File: src/rtl/uart_rx_core.sv
// 8N1 UART receiver: two-flop synchroniser, mid-bit sampling FSM and a small
// show-ahead receive FIFO with sticky framing-error and overrun flags.
module uart_rx_core #(
    parameter int FIFO_DEPTH = 4,
    parameter int DIV_W      = 16
) (
    input  logic                              clk,
    input  logic                              rst_n,
    input  logic                              rx_en,
    input  logic [DIV_W-1:0]                  baud_div,
    input  logic                              uart_rx,
    output logic [7:0]                        rx_data,
    output logic                              rx_valid,
    input  logic                              rx_ready,
    output logic [$clog2(FIFO_DEPTH+1)-1:0]   fifo_count,
    output logic                              rx_busy,
    output logic                              frame_err,
    output logic                              overrun,
    input  logic                              err_clr
);

    localparam int PW = $clog2(FIFO_DEPTH);
    localparam int CW = $clog2(FIFO_DEPTH+1);

    localparam logic [1:0] ST_IDLE  = 2'd0;
    localparam logic [1:0] ST_START = 2'd1;
    localparam logic [1:0] ST_DATA  = 2'd2;
    localparam logic [1:0] ST_STOP  = 2'd3;

    logic             sync1_reg, rxs_reg, rxs_d_reg;
    logic [1:0]       state_reg;
    logic [DIV_W-1:0] cnt_reg, div_reg;
    logic [DIV_W-1:0] div_eff, half_div;
    logic [2:0]       bit_idx_reg;
    logic [7:0]       shift_reg;
    logic [7:0]       mem [FIFO_DEPTH];
    logic [PW-1:0]    wr_ptr_reg, rd_ptr_reg;
    logic [CW-1:0]    count_reg;
    logic             frame_err_reg, overrun_reg;
    logic             start_edge, stop_sample, push, bad_stop;
    logic             pop, full, drop, wr_en;

    assign div_eff     = (baud_div < DIV_W'(2)) ? DIV_W'(2) : baud_div;
    assign half_div    = div_reg >> 1;
    assign start_edge  = rx_en && (state_reg == ST_IDLE) && rxs_d_reg && !rxs_reg;
    assign stop_sample = rx_en && (state_reg == ST_STOP) && (cnt_reg == div_reg - DIV_W'(1));
    assign push        = stop_sample && rxs_reg;
    assign bad_stop    = stop_sample && !rxs_reg;

    assign rx_valid = (count_reg != '0);
    assign full     = (count_reg == CW'(FIFO_DEPTH));
    assign pop      = rx_valid && rx_ready;
    // A pop in the same cycle frees the slot, so a full FIFO can still accept.
    assign drop     = push && full && !pop;
    assign wr_en    = push && !drop;

    assign rx_data    = rx_valid ? mem[rd_ptr_reg] : 8'h00;
    assign fifo_count = count_reg;
    assign rx_busy    = (state_reg != ST_IDLE);
    assign frame_err  = frame_err_reg;
    assign overrun    = overrun_reg;

    always_ff @(posedge clk) begin
        if (!rst_n) begin
            sync1_reg <= 1'b1;
            rxs_reg   <= 1'b1;
            rxs_d_reg <= 1'b1;
        end else begin
            sync1_reg <= uart_rx;
            rxs_reg   <= sync1_reg;
            rxs_d_reg <= rxs_reg;
        end
    end

    always_ff @(posedge clk) begin
        if (!rst_n) begin
            state_reg   <= ST_IDLE;
            cnt_reg     <= '0;
            bit_idx_reg <= '0;
            div_reg     <= DIV_W'(2);
            shift_reg   <= '0;
        end else if (!rx_en) begin
            state_reg   <= ST_IDLE;
            cnt_reg     <= '0;
            bit_idx_reg <= '0;
        end else begin
            case (state_reg)
                ST_IDLE: begin
                    if (start_edge) begin
                        cnt_reg   <= '0;
                        div_reg   <= div_eff;
                        state_reg <= ST_START;
                    end
                end
                ST_START: begin
                    // Half a bit in: a line that is high again was only a glitch.
                    if (cnt_reg == half_div - DIV_W'(1)) begin
                        cnt_reg     <= '0;
                        bit_idx_reg <= '0;
                        state_reg   <= rxs_reg ? ST_IDLE : ST_DATA;
                    end else begin
                        cnt_reg <= cnt_reg + DIV_W'(1);
                    end
                end
                ST_DATA: begin
                    if (cnt_reg == div_reg - DIV_W'(1)) begin
                        cnt_reg                <= '0;
                        shift_reg[bit_idx_reg] <= rxs_reg;
                        if (bit_idx_reg == 3'd7) begin
                            state_reg <= ST_STOP;
                        end else begin
                            bit_idx_reg <= bit_idx_reg + 3'd1;
                        end
                    end else begin
                        cnt_reg <= cnt_reg + DIV_W'(1);
                    end
                end
                default: begin
                    if (cnt_reg == div_reg - DIV_W'(1)) begin
                        cnt_reg   <= '0;
                        state_reg <= ST_IDLE;
                    end else begin
                        cnt_reg <= cnt_reg + DIV_W'(1);
                    end
                end
            endcase
        end
    end

    always_ff @(posedge clk) begin
        if (wr_en) begin
            mem[wr_ptr_reg] <= shift_reg;
        end
    end

    always_ff @(posedge clk) begin
        if (!rst_n) begin
            wr_ptr_reg <= '0;
            rd_ptr_reg <= '0;
            count_reg  <= '0;
        end else begin
            if (wr_en) begin
                wr_ptr_reg <= wr_ptr_reg + PW'(1);
            end
            if (pop) begin
                rd_ptr_reg <= rd_ptr_reg + PW'(1);
            end
            case ({wr_en, pop})
                2'b10:   count_reg <= count_reg + CW'(1);
                2'b01:   count_reg <= count_reg - CW'(1);
                default: count_reg <= count_reg;
            endcase
        end
    end

    // Set events take priority over a simultaneous clear.
    always_ff @(posedge clk) begin
        if (!rst_n) begin
            frame_err_reg <= 1'b0;
            overrun_reg   <= 1'b0;
        end else begin
            if (bad_stop) begin
                frame_err_reg <= 1'b1;
            end else if (err_clr) begin
                frame_err_reg <= 1'b0;
            end
            if (drop) begin
                overrun_reg <= 1'b1;
            end else if (err_clr) begin
                overrun_reg <= 1'b0;
            end
        end
    end

endmodule

File: config.mk
export PLATFORM = sky130hd
export DESIGN_NAME = uart_rx_core
export DESIGN_NICKNAME = d
export VERILOG_FILES = /design/src/rtl/uart_rx_core.sv
export SDC_FILE = /design/constraint.sdc
export NUM_CORES = 1
export LEC_CHECK = 0
export ABC_CLOCK_PERIOD_IN_PS = 3700
export CORE_MARGIN = 2
export CORE_UTILIZATION = 40
export DETAILED_ROUTE_END_ITERATION = 6
export GPL_ROUTABILITY_DRIVEN = 0
export GPL_TIMING_DRIVEN = 1
export SYNTH_ARGS = -nofsm -noshare
export SYNTH_HDL_FRONTEND = slang
export SYNTH_SLANG_ARGS = --single-unit
File: constraint.sdc
create_clock -name clk -period 3.7 [get_ports clk]
set_input_delay 0.74 -clock clk [delete_from_list [all_inputs] [get_ports clk]]
set_output_delay 0.74 -clock clk [all_outputs]
set_load 0.02 [all_outputs]
==> impl_results.md <==
* Clock-pin slew on the worst setup and hold paths at roughly 70 ps
* Hold Crit Class: reg -> reg
* Vias at 3,987
* Nets@finish at between 500 and 600
* Combinational share of power at under 10%
* Main synth FF type: dfxtp_1
* Fraction of registers with async set/reset at 0%
* Critical path's slowest cell: or4b_4
* Row cnt at between 40 and 50
* Hold Startpoint: sync1_reg$_SDFF_PN1_
* Die area at 13,900 um2
* Antenna-violating nets left at 0
* Post-Layout Cell Count at around 740
* Buf/Inv on CP at 1
* Htree depth at 3
* GRT busiest layer: met2
* Crit. End Element: register
* Io pins at 37
* Setup TNS at 0 ps
* Reg2Reg Depth at 13
* R2R Setup Slk at 280 ps
* Critical Path Start: div_reg[0]$_SDFFE_PN0P_
* Pint at between 0.0015 and 0.002 W
* Filler cells at approximately 1,200
* Remaining global-route overflow at 0
* Period minus WS final at roughly 3400 ps
* WHS Path Cells at 1
* Ys Warns at 0
* Wire per inst at roughly 16 um
* Seq/Total Area, Yosys at between 40% and 50%
* Met1 usage at around 21%
* Final setup fails at 0
* Cells after Synth at about 550
* Max_cap viols at 0
* Post-route setup slack at ~280 ps
* 1st-pass router iterations at 4
* Clock network fraction of design power at a little under half
* Core area at around 13,000 um2
* DRC violations left at 0
* Layout cells sized above 1 at between 10% and 20%
* Largest net degree at the start of global routing at 18
* Post-CTS Setup Inserts at 0
* DIE WIDTH at ~120 um
* Met2 Use GR at between 30% and 40%
* Initial drt markers at about 250
* FF-to-FF Start: div_reg[0]$_SDFFE_PN0P_
* Synth top area share at 22.8%
* Clock Skews at ~6 ps
* Starting Density at around two fifths
* CTS Root Cell: clkbuf_16
* Critical-path cell list: inv_1 > ha_1 > or4b_4 > o31a_1 > o32ai_1 > o21ai_2 > nand4_1 > nand2_1 > fa_1 > nand2_1 > nor3_1 > mux2_4 > o31a_1
* Sequential power share at ~48%
* Vias per cell at ~5.4
* CTS sink count at a little over 90
* Global routing usage on met3 at under 10%
* Hold Vio Cnt, Final at 0
* Largest stage delay on the critical path at 520 ps
* Placed insts at about 720
* Most common cell in the synthesized netlist: nand2_1
* CP arrival at 3660 ps
* Critical Path Source Type: register
* Mean Syn Cell Area at between 9 and 10 um2
* Vias in the first global route at 3,891
* Distinct cells, synth at about 70
* Crit-path max FO at 8
* RSZ-0062 raised after global routing: no
* Syn Nets at around 580
* GRT Resource Usage Total at 17.8%
* Post-synth EDFFs at 32
* Post-Syn Area at between 5000 and 6000 um2
* Longest Clk Path Bufs at 2
* Total CTS buffers at 9
* Port bufs at 36
* WP data required at 3940 ps
* Worst slew pin tran at 705 ps
* CTS tree: built
* Area leader, netlist: dfxtp_1
* Hold_buf cts at 0
* Synthesized flop and latch total at between 90 and 100
* Layout area overhead at 14.8%
* Leakage at between 2 and 2.5 nW
* Switching pwr at between 0.0004 and 0.0005 W
* Clock latency on the worst-skew pair at around 350 ps
* Finished Cell Area at just under 6000 um2
* Pins Over Slew Limit at 0
* CP Class: reg -> reg
* Switching Share at 22.5%
* Dpl ws at 64.2 ps
* Peak VDD IR at 0.000222 V
* Post-DP HPWL at approximately 8.9 mm
* FMAX at 292 MHz
* Max reg flops at 32
* Outcome: completed
* Crit-path leading delay family: compound AO/OA/AOI/OAI gates
* Initial antenna violation count at 0
* PD cells at roughly 370 nW/um2
* Die height at around 120 um
* Fin crit share at between 90% and 100%
* First-pass GRT wire length at 19.6 mm
* Diode count at 0
* Min-Delay Endpoint: rxs_reg$_SDFF_PN1_
* Total Wirelength at between 10 and 15 mm
* Worst r2r dst: fifo_count[2]$_SDFFE_PN0P_
* Top cells by count, synth: nand2_1, dfxtp_1, edfxtp_1
* Synth top area cells: dfxtp_1, edfxtp_1, nand2_1, xnor2_1, xor2_1
* Slew HR at between 50% and 60%
* Area after DPL at 5620 um2
-- area by class of cell --
| class | instances | area [um2] | area share [%] |
|---|---|---|---|
| Clock inverter | 6 | 90.1 | 1.51 |
| Clock buffer | 10 | 229 | 3.84 |
| Inverter | 15 | 56.3 | 0.945 |
| Sequential cell | 91 | 2140 | 36.0 |
| Timing Repair Buffer | 45 | 428 | 7.18 |
| Multi-Input combinational cell | 398 | 2800 | 46.9 |
| Tap cell | 172 | 215 | 3.61 |
-- worst register-to-register path, stage by stage (launching register included) --
cell,delay [ps]
dfxtp_1,370
inv_1,120
ha_1,190
or4b_4,520
o31a_1,310
o32ai_1,270
o21ai_2,130
nand4_1,150
nand2_1,90
fa_1,440
nand2_1,110
nor3_1,50
mux2_4,270
o31a_1,290
-- power by group through the flow --
stage	Combinational, W	Clock [W]	Sequential (W)
after global placement	0.000141	0	0.00107
after CTS	0.000143	0.00102	0.00104
after floorplan	0.0000982	0	0.00106
final	0.000145	0.000995	0.00104
after global routing	0.000157	0.00105	0.00104
after detailed placement	0.000142	0	0.00107
-- how the worst max path moves through the flow --
| stage | end | slack (ps) | cells past startpoint |
|---|---|---|---|
| 4_1_cts | fifo_count[2]$_SDFFE_PN0P_ | 60 | 12 |
| 5_1_grt | fifo_count[2]$_SDFFE_PN0P_ | 20 | 12 |
| 2_1_floorplan | fifo_count[2]$_SDFFE_PN0P_ | 450 | 13 |
| 3_3_place_gp | fifo_count[2]$_SDFFE_PN0P_ | 240 | 12 |
| 3_5_place_dp | fifo_count[2]$_SDFFE_PN0P_ | 60 | 12 |
| 6_report | fifo_count[2]$_SDFFE_PN0P_ | 280 | 13 |
-- cell families after synthesis --
group | share of synthesized area, %
and+or+nand+nor | 25.6
DFF | 41.3
AOI/OAI and AO/OA | 11.2
buffers and inverters | 5.09
xor gates and xnor gates | 9.29
muxes | 4.94
adders and majority gates | 2.56
-- through the flow --
stage / total power (W) / hold WS, ps / util, %
final: 0.00218 / 416 / 47.2
after global routing: 0.00225 / 458 / 47.2
after CTS: 0.00220 / 420 / 47.1
after detailed placement: 0.00121 / 404 / 44.6
after global placement: 0.00121 / 397 / 44.6
after floorplan: 0.00116 / 386 / -
-- layout by cell type, fill, tap and decap left out, drive strengths merged, types with 5 or more instances in the layout --
| master | netlist | layout |
|---|---|---|
| nand2b | 9 | 9 |
| buf | 14 | 9 |
| clkbuf | 27 | 10 |
| and3 | 11 | 11 |
| mux4 | 8 | 8 |
| ha | 9 | 9 |
| dfxtp | 59 | 59 |
| nor3 | 26 | 26 |
| and2 | 13 | 13 |
| xor2 | 27 | 27 |
| inv | 15 | 16 |
| edfxtp | 32 | 32 |
| nand2 | 67 | 67 |
| xnor2 | 28 | 28 |
| nand3 | 18 | 18 |
| nand4 | 19 | 19 |
| nor2b | 9 | 9 |
| or3 | 5 | 5 |
| nor2 | 27 | 27 |
| mux2i | 5 | 5 |
| o21ai | 19 | 19 |
| clkdlybuf4s50 | 0 | 36 |
| a21oi | 30 | 30 |
| nor4 | 12 | 12 |
| or4 | 5 | 5 |
-- per-layer routing --
layer	vias up	share of wire (%)
li1	1981	-
met1	1897	44
met2	86	49
met3	23	3.4
met4	0	3.7
met5	-	0
-- timing repair --
| item | CTS | global route |
|---|---|---|
| endpoints found under the hold margin | 0 | 0 |
| resized for setup | 0 | 3 |
| setup endpoints to repair | 0 | 44 |
No activity file was read; power rests on OpenSTA's default activity.
